==> src/rtl/bit_multiplier4.sv <==
// bit_multiplier4: registered unsigned 4x4 array multiplier with valid flag
module bit_fa (
  input  logic a,
  input  logic b,
  input  logic ci,
  output logic s,
  output logic co
);
  assign s  = a ^ b ^ ci;
  assign co = (a & b) | (ci & (a ^ b));
endmodule

module bit_ha (
  input  logic a,
  input  logic b,
  output logic s,
  output logic co
);
  assign s  = a ^ b;
  assign co = a & b;
endmodule

module bit_multiplier4 (
  input  logic       clk,
  input  logic       rst,
  input  logic       in_valid,
  input  logic [3:0] x,
  input  logic [3:0] y,
  output logic [7:0] z,
  output logic       out_valid
);
  logic [3:0][3:0] pp;
  logic [3:0][4:0] row;
  logic [3:1][3:0] c;
  logic [7:0]      prod;
  genvar i, j;
  generate
    for (i = 0; i < 4; i++) begin : g_pp
      for (j = 0; j < 4; j++) begin : g_bit
        assign pp[i][j] = x[j] & y[i];
      end
    end
    // each row adds the next partial product to the upper bits of the previous row
    for (i = 1; i < 4; i++) begin : g_row
      bit_ha u_ha (.a(row[i-1][1]), .b(pp[i][0]), .s(row[i][0]), .co(c[i][0]));
      for (j = 1; j < 4; j++) begin : g_fa
        bit_fa u_fa (.a(row[i-1][j+1]), .b(pp[i][j]), .ci(c[i][j-1]), .s(row[i][j]), .co(c[i][j]));
      end
      assign row[i][4] = c[i][3];
    end
  endgenerate
  assign row[0] = {1'b0, pp[0]};
  assign prod   = {row[3], row[2][0], row[1][0], row[0][0]};
  always_ff @(posedge clk) begin
    if (rst) begin
      z         <= 8'h00;
      out_valid <= 1'b0;
    end else begin
      out_valid <= in_valid;
      if (in_valid) z <= prod;
    end
  end
endmodule

==> config.mk <==
export PLATFORM = sky130hd
export DESIGN_NAME = bit_multiplier4
export DESIGN_NICKNAME = d
export VERILOG_FILES = /design/src/rtl/bit_multiplier4.sv
export SDC_FILE = /design/constraint.sdc
export NUM_CORES = 1
export LEC_CHECK = 0
export CORE_MARGIN = 2
export CORE_UTILIZATION = 44
export DETAILED_ROUTE_END_ITERATION = 12
export PLACE_DENSITY = 0.87
export SLEW_MARGIN = 20
export SYNTH_ARGS = -nofsm -noshare
export SYNTH_HDL_FRONTEND = slang
export SYNTH_SLANG_ARGS = --single-unit
==> constraint.sdc <==
create_clock -name clk -period 5.9 [get_ports clk]
set_input_delay 1.77 -clock clk [delete_from_list [all_inputs] [get_ports clk]]
set_output_delay 1.77 -clock clk [all_outputs]
set_load 0.01 [all_outputs]
## Word level (Yosys, flattened, before mapping)

Index checks and enable logic that the tools add are counted.

- Input port bits: 11
- Register bits: 9
- Output and inout bits: 9
- Logic and storage cells: 66

- Bitwise operators: 64

Operator list:

| cell | count |
|---|---|
| $and 1x1->1 | 36 |
| $xor 1x1->1 | 20 |
| $or 1x1->1 | 8 |

## Logic depth before layout (Yosys ltp)

Gate-level depths: netlist of the first run.

- Depth after elaboration: 16
- Mapped depth: 13
- Depth with buffers taken out: 13

## Modules after synthesis

From an unflattened synthesis of the first run, not the netlist that was laid out.

- Cells, all modules: 57
- Area, all modules: 641.9 um^2

By module, submodules not included:

| module | sequential area each (um^2) | area an instance (um^2) | cells each | times used |
|---|---|---|---|---|
| bit_multiplier4 | 180.2 | 424.2 | 45 | 1 |
| bit_fa | 0.0 | 20.0 | 1 | 9 |
| bit_ha | 0.0 | 12.5 | 1 | 3 |

## Least setup slack after synthesis of the first run

Ideal clock, no wire load.

- Path kind: input to register
- Start: input port y[0]
- End: register z[6]
- Path buffers: 0
- Path slack: 0.761 ns
- Setup time: 0.086 ns
- Stages on the path: 13
- Data arrival time: 5.054 ns
- Cell sequence: and2_1 ha_1 fa_1 inv_1 fa_1 fa_1 inv_1 fa_1 inv_1 fa_1 fa_1 fa_1 a211oi_1

- Word-level cells in the longest chain between the ends: 15
- Elaborated cells on any way between the ends: 43

RTL lines:

| item | RTL line | text |
|---|---|---|
| from (decl) | 28 | `input logic [3:0] y,` |
| $and 1x1->1 | 40 | `assign pp[i][j] = x[j] & y[i];` |
| $and 1x1->1 / $xor 1x1->1 (equally long branches) | 20, 9, 10 |  |
| $and 1x1->1 | 10 | `assign co = (a & b) \| (ci & (a ^ b));` |
| $or 1x1->1 | 10 |  |
| $and 1x1->1 / $xor 1x1->1 (equally long branches) | 10, 9 |  |
| $or 1x1->1 / $xor 1x1->1 (equally long branches) | 10, 9 |  |
| $xor 1x1->1 / $and 1x1->1 (equally long branches) | 9, 10 |  |
| $xor 1x1->1 / $or 1x1->1 (equally long branches) | 9, 10 |  |
| $xor 1x1->1 / $and 1x1->1 (equally long branches) | 9, 10 |  |
| $xor 1x1->1 / $or 1x1->1 (equally long branches) | 10 |  |
| $and 1x1->1 / $xor 1x1->1 (equally long branches) | 10, 9 |  |
| $or 1x1->1 / $xor 1x1->1 (equally long branches) | 10 |  |
| $and 1x1->1 | 10 |  |
| $or 1x1->1 | 10 |  |
| $xor 1x1->1 (*) | 9 | `assign s = a ^ b ^ ci;` |
| to (signal assigned) | 60 | `if (in_valid) z <= prod;` |
| to (decl) | 29 | `output logic [7:0] z,` |

Every way passes the cells marked *; elsewhere a longest branch is shown, timed or not.
A chain may end at the register's enable or synchronous reset.

## Worst setup path after layout of the first run

- Start: input port y[1]
- End: register z[6]

Same word-level chain as after synthesis.

==> impl_metrics.csv, run 1 <==
group,metric,value,unit
synth,synth_seq_cells,9,
timing,min_period_over_period,93.0,%
timing,worstMarginPinSlew,0.621,ns
power_and_ir_drop,p_sw_share,30.7,%
cts,cts_tree,"yes",
critical_path,critPathKind,"primary input to register",
place,port_buffers,19,
cts,holdBufCountCts,0,
power_and_ir_drop,cellPowerDensity,207,nW/µm²
timing,setup_slack,0.414,ns
detailed_routing,vias,493,
cts,cts_sinks,9,
critical_path,worstPathCellList,"clkdlybuf4s50_1, and2_1, ha_1, fa_1, inv_1, fa_1, fa_1, inv_1, fa_1, inv_1, fa_1, fa_1, fa_1, a211oi_1",
finish,nFillCells,124,
cts,clkLatencyLatePin,0.27,ns
power_and_ir_drop,ir_drop,0.151,mV
cts,cts_inserted_buffers,3,
cts,post_cts_resize_count,0,
place,placed_cells,97,
critical_path,crit_path_top_delay_cell,"clkdlybuf4s50_1",
synth,synth.yosys.seq_area_share,28.1,%
detailed_routing,viasPerCell,4.88,
power_and_ir_drop,power,178,µW
timing,hold_viol,0,
synth,synthTopCellsByArea,"dfxtp_1 (28%), fa_1 (25%), and2_1 (8.8%), ha_1 (7.8%), a211oi_2 (5.8%)",
synth,yosysWarnings,0,
power_and_ir_drop,p_seq_share,38.8,%
global_route,globalRouteTotalUtil,18.2,%
cts,cts_setup_buffers,0,
timing,setup_viol,0,
finish,n_antenna_cell,0,
worst_hold_path,hold_path_class,"register to register",
synth,synthesis.area,642,µm²
finish,synthToLayoutAreaGrowth,34.3,%
floorplan,die_area,1780,µm²
floorplan,start_util,48.1,%
synth,netlist_instances,65,
run,drv_cap,0,
timing,rsz0062_at_grt,"false",
place,dp_hpwl,1060,µm
finish,fin_area,862,µm²
cts,max-clock-path-buffers,2,
synth,yosysTopAreaCellShare,28.1,%
critical_path,cp_common_cell,"fa_1",
global_route,grt_pass1_vias,555,
synth,yosys.area.top_type,"dfxtp_1",
power_and_ir_drop,p_comb_share,32.9,%
floorplan,core_region_area,1330,µm²
cts,clk_pin_slew,0.07,ns
floorplan,ios,20,
finish,drive_above_1_share,6.98,%
timing,slew_viol_final,0,
critical_path,start_kind,"primary input",
detailed_routing,wirelength,1350,µm
global_route,grt_pass1_wl,2380,µm
global_route,antenna_found_initial,0,
critical_path,crit_path_end_kind,"register",
finish,nets,110,
critical_path,worst_ep_required_time,6.09,ns
critical_path,slowest_delay,0.47,ns
synth,syn_nets,88,
timing,fin_crit,5.49,ns
cts,htree_num_levels,1,
floorplan,dieHeight,42.2,µm
critical_path,cp_max_fo,4,
detailed_routing,routedWlPerCell,13.4,µm
detailed_routing,drt-pass1-iter-count,3,
power_and_ir_drop,clkPwrFrac,28.3,%
global_route,overflow,0,
timing,final.setup.tns,0,ns
floorplan,std_cell_rows,13,
synth,syn_area_per_cell,9.87,µm²
cts,root_buffer,"clkbuf_4",
floorplan,die_width,42.2,µm
timing,relSlewSlack,58.5,%
detailed_routing,drc,0,
power_and_ir_drop,p_int,123,µW
power_and_ir_drop,leakagePower,0.367,nW
finish,final_cells,101,
place,gp_congestion,0.837,
timing,skew,0,ns
detailed_routing,antenna_left,0,
critical_path,worstPathArrival,5.67,ns
power_and_ir_drop,switchingPower,54.6,µW
detailed_routing,drt_iter0_drc,6,
finish,final_cell_mix,"clkdlybuf4s50_1 (19), and2_1 (9), inv_1 (9), dfxtp_1 (9), fa_1 (8)",
global_route,grt_max_degree,15,
finish,final_common_cell,"clkdlybuf4s50_1",
outcome,outcome,"completed",
timing,max_clock_freq,0.182,GHz
place,post-place-ws,0.124,ns
place,post_dp_cell_area,836,µm²
synth,synth_cell_types,16,
## critical path: cells and delay by family
family / cells / cell delay [ns]
AO/OA/AOI/OAI: 1 / 0.23
adder cells (fa/ha/maj): 8 / 2.80
buffers and inverters: 4 / 0.68
AND/OR/NAND/NOR: 1 / 0.19
## area by class of cell
cell class,count,area [µm²],area share [%]
Inverter,9,33.8,3.92
Multi-Input combinational cell,45,413,47.9
Sequential cell,9,180,20.9
Clock buffer,4,26.3,3.05
Timing Repair Buffer,19,190,22.1
Tap cell,15,18.8,2.18
## sequential cells by signal (all words and copies together), names as in the netlist
signal / count
out_valid: 1
z: 8
## per-layer routing
metal  global-route usage [%]  up-vias  part of all wire, %
li1                         -      244                    -
met1                     19.9      234                   43
met2                     32.0       15                   51
met3                     6.90        0                  5.5
met4                     5.63        0                    0
met5                        0        -                    0
## synth_stat cells (all sizes together)
master	instances
and2	9
dfxtp	9
inv	9
fa	8
nor2	7
nand2	6
a211oi	4
ha	4
mux2i	3
a21oi	1
buf	1
clkbuf	1
nand2b	1
nand3	1
nor2b	1
## power groups by stage
stage	clock, mW	combinational (mW)	sequential [mW]
floorplan	0	0.0305	0.0729
global placement	0	0.0561	0.0702
detailed placement	0	0.0588	0.0704
CTS	0.0522	0.0591	0.0692
global route	0.0540	0.0665	0.0698
finish	0.0504	0.0587	0.0690
## metrics by stage
stage,hold WS [ns],utilization [%]
global placement,0.457,62.7
global route,0.494,64.6
CTS,0.471,64.6
floorplan,0.489,-
finish,0.473,64.6
detailed placement,0.460,62.7
## path summary, 6_finish.rpt
kind              slack, ns  from  depth (start not counted)    to
hold / removal         0.47  z[0]                          2  z[0]
setup / recovery       0.41  y[1]                         14  z[6]
hold reg to reg        0.47  z[0]                          2  z[0]
setup reg to reg       5.20  z[6]                          2  z[6]
## logic make-up after synthesis
family / after synthesis / synth area share, %
multiplexers: 3 / 4.68
buffers and inverters: 11 / 7.60
flip-flops: 9 / 28.1
AND/OR/NAND/NOR: 25 / 19.1
adder cells (fa/ha/maj): 12 / 32.7
AO/OA/AOI/OAI: 5 / 7.80
Power figures use the tool's default switching activity.
==> run 2, diff against run 1 <==
- CTS_BUF_LIST: default -> sky130_fd_sc_hd__clkbuf_4 sky130_fd_sc_hd__clkbuf_8 sky130_fd_sc_hd__clkbuf_16
==> run 2 against run 1 <==
Critical endpoint unchanged. Utilization is 0.28 points higher. Fmax hardly changed. Non-clock buffer count stayed put. Total power is 2.6% higher. First-iteration DRC count stayed put. Final cell count stayed put.
==> impl_metrics.csv, run 2 (synthesis results as in run 1) <==
group,metric,value,unit
finish,final_cell_mix,"clkdlybuf4s50_1 (19), and2_1 (9), inv_1 (9), dfxtp_1 (9), fa_1 (8)",
place,post_dp_cell_area,836,µm²
finish,nFillCells,122,
critical_path,critPathKind,"primary input to register",
run,drv_cap,0,
cts,post_cts_resize_count,0,
timing,max_clock_freq,0.182,GHz
timing,slew_viol_final,0,
cts,max-clock-path-buffers,2,
place,post-place-ws,0.124,ns
floorplan,std_cell_rows,13,
floorplan,core_region_area,1330,µm²
power_and_ir_drop,leakagePower,0.370,nW
timing,skew,0,ns
power_and_ir_drop,ir_drop,0.151,mV
global_route,grt_max_degree,15,
timing,rsz0062_at_grt,"false",
timing,setup_slack,0.415,ns
finish,fin_util,64.9,%
place,gp_congestion,0.837,
finish,nets,110,
cts,clk_pin_slew,0.07,ns
timing,min_period_over_period,93.0,%
power_and_ir_drop,cellPowerDensity,211,nW/µm²
floorplan,die_area,1780,µm²
critical_path,worst_ep_required_time,6.09,ns
global_route,grt_pass1_vias,555,
critical_path,worstPathArrival,5.67,ns
critical_path,cp_max_fo,4,
finish,n_antenna_cell,0,
cts,cts_sinks,9,
global_route,overflow,0,
detailed_routing,vias,493,
timing,worstMarginPinSlew,0.621,ns
detailed_routing,drt_iter0_drc,6,
cts,clkLatencyLatePin,0.27,ns
cts,htree_num_levels,1,
cts,cts_tree,"yes",
detailed_routing,antenna_left,0,
floorplan,ios,20,
detailed_routing,wirelength,1350,µm
timing,fin_crit,5.49,ns
detailed_routing,drt-pass1-iter-count,3,
cts,cts_setup_buffers,0,
finish,regArea,180,µm²
finish,regMostFlops,"z",
cts,root_buffer,"clkbuf_4",
global_route,antenna_found_initial,0,
detailed_routing,viasPerCell,4.88,
finish,drive_above_1_share,8.14,%
finish,top_regs,"z (8), out_valid (1)",
place,port_buffers,19,
timing,hold_viol,0,
cts,holdBufCountCts,0,
detailed_routing,routedWlPerCell,13.4,µm
floorplan,dieHeight,42.2,µm
finish,multiInputGateArea,413,µm²
critical_path,crit_path_end_kind,"register",
global_route,grt_pass1_wl,2380,µm
timing,final.setup.tns,0,ns
finish,fin_area,866,µm²
place,dp_hpwl,1060,µm
global_route,globalRouteTotalUtil,18.2,%
finish,synthToLayoutAreaGrowth,34.9,%
critical_path,start_kind,"primary input",
timing,relSlewSlack,58.5,%
cts,cts_inserted_buffers,3,
worst_hold_path,hold_path_class,"register to register",
detailed_routing,drc,0,
floorplan,start_util,48.1,%
finish,largest_reg_flops,8,
floorplan,die_width,42.2,µm
finish,final_common_cell,"clkdlybuf4s50_1",
outcome,outcome,"completed",
timing,setup_viol,0,
## run 2: final cells by class
| cell class | count | area share [%] |
|---|---|---|
| clock buffers | 4 | 3.47 |
| inverters | 9 | 3.90 |
| well taps | 15 | 2.17 |
| flip-flops and latches | 9 | 20.8 |
| repair buffers | 19 | 22.0 |
| multi-input cells | 45 | 47.7 |
## run 2: final timing paths
kind              cells after the start  slack, ns   end  from
hold reg to reg                       2       0.47  z[0]  z[0]
hold / removal                        2       0.47  z[0]  z[0]
setup / recovery                     14       0.41  z[6]  y[1]
setup reg to reg                      2       5.20  z[6]  z[6]
## run 2: worst max-delay path, cell delays in order
cell             delay, ns
clkdlybuf4s50_1       0.47
and2_1                0.19
ha_1                  0.19
fa_1                  0.35
inv_1                 0.07
fa_1                  0.43
fa_1                  0.42
inv_1                 0.08
fa_1                  0.16
inv_1                 0.06
fa_1                  0.43
fa_1                  0.39
fa_1                  0.43
a211oi_1              0.23
## run 2: where the power goes
group,switching (mW),internal (mW),total (mW)
Clock,0.0243,0.0308,0.0551
Combinational,0.0277,0.0310,0.0587
Sequential,0.00269,0.0663,0.0690
## run 2: routing by layer
| layer | wire, µm | vias up | GRT usage (%) |
|---|---|---|---|
| li1 | - | 244 | - |
| met1 | 579 | 234 | 19.9 |
| met2 | 694 | 15 | 32.0 |
| met3 | 74 | 0 | 6.90 |
| met4 | 0 | 0 | 5.63 |
| met5 | 0 | - | 0 |
## run 2: stage by stage
stage / instances / power [mW] / hold slack (ns)
floorplan: 65 / 0.103 / 0.489
global placement: 97 / 0.126 / 0.457
detailed placement: 97 / 0.129 / 0.460
CTS: 101 / 0.185 / 0.471
global route: 101 / 0.195 / 0.494
finish: 101 / 0.183 / 0.473
